`src/rtl/regfile_sb.sv`:
```
// Two-write / two-read register file with a per-register pending (busy) scoreboard.
// Register 0 reads as zero. Optional same-cycle write-to-read forwarding on both read ports.
module regfile_sb #(
  parameter int DSIZE   = 16,
  parameter int ASIZE   = 3,
  parameter int BYPASS  = 1,
  parameter int R1_INIT = 5
) (
  input  logic             clk,
  input  logic             rst,
  input  logic             wen0,
  input  logic             wen1,
  input  logic [ASIZE-1:0] waddr0,
  input  logic [ASIZE-1:0] waddr1,
  input  logic [DSIZE-1:0] wdata0,
  input  logic [DSIZE-1:0] wdata1,
  input  logic [ASIZE-1:0] raddr1,
  input  logic [ASIZE-1:0] raddr2,
  output logic [DSIZE-1:0] rdata1,
  output logic [DSIZE-1:0] rdata2,
  input  logic             iss_en,
  input  logic [ASIZE-1:0] iss_addr,
  output logic             rbusy1,
  output logic             rbusy2,
  output logic             stall
);

  localparam int NREG = 2 ** ASIZE;
  localparam logic [DSIZE-1:0] R1_RST = DSIZE'(R1_INIT);

  logic [NREG-1:0][DSIZE-1:0] regs_reg;
  logic [NREG-1:0][DSIZE-1:0] regs_next;
  logic [NREG-1:0]            busy_reg;
  logic [NREG-1:0]            busy_next;
  logic [NREG-1:0]            wr0_hit;
  logic [NREG-1:0]            wr1_hit;
  logic [NREG-1:0]            iss_hit;

  // Per-register write/issue decode; register 0 never decodes a hit.
  for (genvar gi = 0; gi < NREG; gi++) begin : g_reg
    if (gi == 0) begin : g_zero
      assign wr0_hit[gi]   = 1'b0;
      assign wr1_hit[gi]   = 1'b0;
      assign iss_hit[gi]   = 1'b0;
      assign regs_next[gi] = '0;
      assign busy_next[gi] = 1'b0;
    end else begin : g_nz
      assign wr0_hit[gi]   = wen0 && (waddr0 == ASIZE'(gi));
      assign wr1_hit[gi]   = wen1 && (waddr1 == ASIZE'(gi));
      assign iss_hit[gi]   = iss_en && (iss_addr == ASIZE'(gi));
      assign regs_next[gi] = wr1_hit[gi] ? wdata1 : wdata0;
      // Issue beats a completing write: the new producer keeps the register pending.
      assign busy_next[gi] = iss_hit[gi] ? 1'b1
                           : ((wr0_hit[gi] || wr1_hit[gi]) ? 1'b0 : busy_reg[gi]);
    end
  end

  always_ff @(posedge clk or posedge rst) begin
    if (rst) begin
      for (int i = 0; i < NREG; i++) begin
        regs_reg[i] <= (i == 1) ? R1_RST : '0;
      end
      busy_reg <= '0;
    end else begin
      for (int i = 0; i < NREG; i++) begin
        if (wr0_hit[i] || wr1_hit[i]) begin
          regs_reg[i] <= regs_next[i];
        end
      end
      busy_reg <= busy_next;
    end
  end

  logic [1:0][ASIZE-1:0] raddr_v;
  assign raddr_v = {raddr2, raddr1};

  for (genvar gi = 0; gi < 2; gi++) begin : g_rd
    logic [DSIZE-1:0] rd;
    logic             rb;
    logic             hit0;
    logic             hit1;
    logic             hit_iss;
    logic             nz;

    assign nz      = (raddr_v[gi] != '0);
    assign hit0    = wen0 && (waddr0 == raddr_v[gi]);
    assign hit1    = wen1 && (waddr1 == raddr_v[gi]);
    assign hit_iss = iss_en && (iss_addr == raddr_v[gi]);

    // Forwarding is suppressed during reset so reads reflect reset contents.
    always_comb begin
      rd = regs_reg[raddr_v[gi]];
      rb = busy_reg[raddr_v[gi]];
      if ((BYPASS != 0) && !rst && nz) begin
        if (hit1) begin
          rd = wdata1;
        end else if (hit0) begin
          rd = wdata0;
        end
        if ((hit0 || hit1) && !hit_iss) begin
          rb = 1'b0;
        end
      end
      if (rst) begin
        rb = 1'b0;
      end
    end
  end

  assign rdata1 = g_rd[0].rd;
  assign rdata2 = g_rd[1].rd;
  assign rbusy1 = g_rd[0].rb;
  assign rbusy2 = g_rd[1].rb;
  assign stall  = rbusy1 | rbusy2;

endmodule
```
`config.mk`:
```
export PLATFORM = sky130hd
export DESIGN_NAME = regfile_sb
export DESIGN_NICKNAME = d
export VERILOG_FILES = /design/src/rtl/regfile_sb.sv
export SDC_FILE = /design/constraint.sdc
export NUM_CORES = 1
export LEC_CHECK = 0
export CORE_MARGIN = 5
export CORE_UTILIZATION = 35
export CTS_BUF_LIST = sky130_fd_sc_hd__clkbuf_4 sky130_fd_sc_hd__clkbuf_8 sky130_fd_sc_hd__clkbuf_16
export DETAILED_ROUTE_END_ITERATION = 12
export DONT_BUFFER_PORTS = 1
export GPL_ROUTABILITY_DRIVEN = 0
export SETUP_SLACK_MARGIN = 0.3
export SLEW_MARGIN = 20
export SYNTH_ARGS = -nofsm -noshare
export SYNTH_HDL_FRONTEND = slang
export SYNTH_SLANG_ARGS = --single-unit
```
`constraint.sdc`:
```
create_clock -name clk -period 10.55 [get_ports clk]
set_clock_uncertainty 0.1 [all_clocks]
set_input_delay 1.055 -clock clk [delete_from_list [all_inputs] [get_ports clk]]
set_output_delay 1.055 -clock clk [all_outputs]
set_load 0.03 [all_outputs]
```
==> results.yml <==
synthesis:
  synthSimpleGateAreaFrac_pct: 11.7
  synth-compound-area-share_pct: 13.7
  ys_ff_latch: 119
  synthAdderAreaFrac_pct: 0
  ys.flop_type: "dfrtp_1"
  synth_edf_count: 0
  synth.distinct_cells: 46
  synth_seq_area_share_pct: 34.2
  async_flop_share_pct: 100
  synth_top_family_by_area: "multiplexers"
  synth_xor_area_share_pct: 1.81
  synthCells: 921
  avgSynthCellArea_um2: 9.47
  synth-warning-count: 0
  synth_mux_area_share_pct: 30.2
  syn_area_um2: 8720
  syn_nets: 973
grt:
  grt_start_max_net_pins: 76
  grt_pass1_wl_um: 41000
  grt_pass1_vias: 6556
  grt-ovfl-total: 0
  grtUsageTotal_pct: 18.8
  antenna_found_initial: 0
finish:
  final_net_count: 892
  area_growth_pct: 6.37
  fin_area_um2: 9270
  antennaDiodeCount: 0
  finalNonFillerCells: 1177
  drive_gt1_share_pct: 13.0
  largest_register_ffs: 112
sta:
  maxSlewHeadroom_pct: 22.4
  setup_viol: 0
  slew_violations: 0
  holdWs_ns: 0.405
  finalHoldViolCount: 0
  finalSetupTns_ns: 0
  tightest_slew_ns: 1.15
  min_period_ns: 4.73
  fmax_mhz: 212
  rsz0062_at_grt: "false"
  fin_crit_sh_pct: 44.8
placement:
  dp_hpwl_um: 15800
  place_inst: 1145
  place_area_um2: 8630
  numPortBuffers: 0
cts:
  clock_sinks: 119
  clock_latency_ns: 0.42
  htree_levels: 4
  cts_tree: "done"
  cts_buffers: 17
  clk_pin_slew_ns: 0.05
  cts-hold-fix-buffers: 0
  post_cts_buffers: 0
  cts.path.max_buffers: 2
  cts_root_buffer: "clkbuf_16"
  cts_resized: 0
routing:
  drt_iter0_markers: 649
  antenna_left: 0
  first_pass_iters: 5
  wl_um: 26800
  num_vias: 6815
  vias_per_cell: 5.79
  drt-wirelength-per-cell_um: 22.7
  drc: 0
floorplan:
  die_h_um: 168
  die_x_um: 168
  rows: 57
  ios: 87
  core_um2: 24400
  start_util_pct: 35.7
  dieArea_um2: 28200
power_and_ir_drop:
  leakagePower_uw: 0.00414
  vdd_drop_max_uv: 144
  powerDensity_nw_per_um2: 180
setup_path:
  arrival_ns: 3.57
  path_class: "input port to output pin"
  cp-start-kind: "input port"
  end_kind: "output pin"
  crit_path_max_fanout: 38
  cp.required_ns: 9.40
status:
  status: "complete, no violations"
flow_run:
  max_cap_violations: 0
min_path:
  hp-class: "register to register"
-- layout by cell type (no fill, tap or decap), drive strengths merged, types with 5 or more instances in the layout --
cell	count
mux2i	148
nor2	126
dfrtp	117
a21oi	111
nand2	61
o21ai	54
mux4	33
mux2	31
a221oi	30
clkbuf	23
xnor2	16
inv	16
buf	16
nand3	7
nand4	7
nor3	7
nand4b	5
-- cell type report --
type,instances,area [um2]
Timing Repair Buffer,16,124
Clock buffer,23,489
Inverter,16,62.6
Fill cell,2398,15100
Sequential cell,119,2980
Multi-Input combinational cell,670,5060
Tap cell,324,405
Clock inverter,9,148
-- synthesized netlist by cell type, drive strengths merged, types with 3 or more instances --
library cell	number	area, um2
buf	63	419
nand3	7	35.0
nor2b	3	18.8
nor3	7	35.0
nand2b	4	25.0
nand2	61	229
nor2	126	473
and2b	3	25.0
nand4	7	58.8
mux4	33	800
a21oi	111	563
xnor2	16	140
mux2	31	349
mux2i	148	1480
a221oi	30	263
o21ai	54	270
clkbuf	53	249
nand4b	5	43.8
inv	16	60.1
dfrtp	117	2930
-- cell families after synthesis --
group,after synthesis
compound gates,207
xor+xnor,18
buf+inv,132
flops,119
mux,212
simple gates,233
-- final timing paths --
| kind | startpoint | endpoint | slack, ns | depth (start not counted) |
|---|---|---|---|---|
| worst max-delay path | raddr1[2] | rdata1[6] | 5.82 | 5 |
| worst min-delay path | busy_reg[2] | busy_reg[2] | 0.40 | 2 |
| worst max register to register | regs_reg[18] | regs_reg[18] | 9.62 | 2 |
| worst min register to register | busy_reg[2] | busy_reg[2] | 0.40 | 2 |
| max in group asynchronous | rst | regs_reg[95] | 8.70 | 2 |
| min in group asynchronous | rst | busy_reg[3] | 0.48 | 1 |
-- metal layers --
layer | GRT usage [%] | wire length, um
met1 | 26.7 | 11900
met3 | 5.91 | 2510
met2 | 28.1 | 12000
met5 | 0 | 0
met4 | 4.34 | 349
-- critical path: stages --
cell and delay, ns:
xnor2_1 0.23, nand4_4 0.54, a21boi_4 1.00, nor2_1 0.15, a21oi_1 0.57
-- power by group --
group	switching (uW)	internal (uW)
Sequential	75.5	559
Clock	209	420
Combinational	217	190
Total	501	1170
-- metrics by stage --
stage	worst slack, ns	total power [uW]	utilization (%)
final	5.82	1670	38.0
after floorplan	6.24	1000	-
after global routing	5.64	1750	38.0
after global placement	5.84	1040	35.4
after detailed placement	5.80	1050	35.4
after CTS	5.79	1680	38.0
Note: power is estimated with default switching activity, not from simulation.
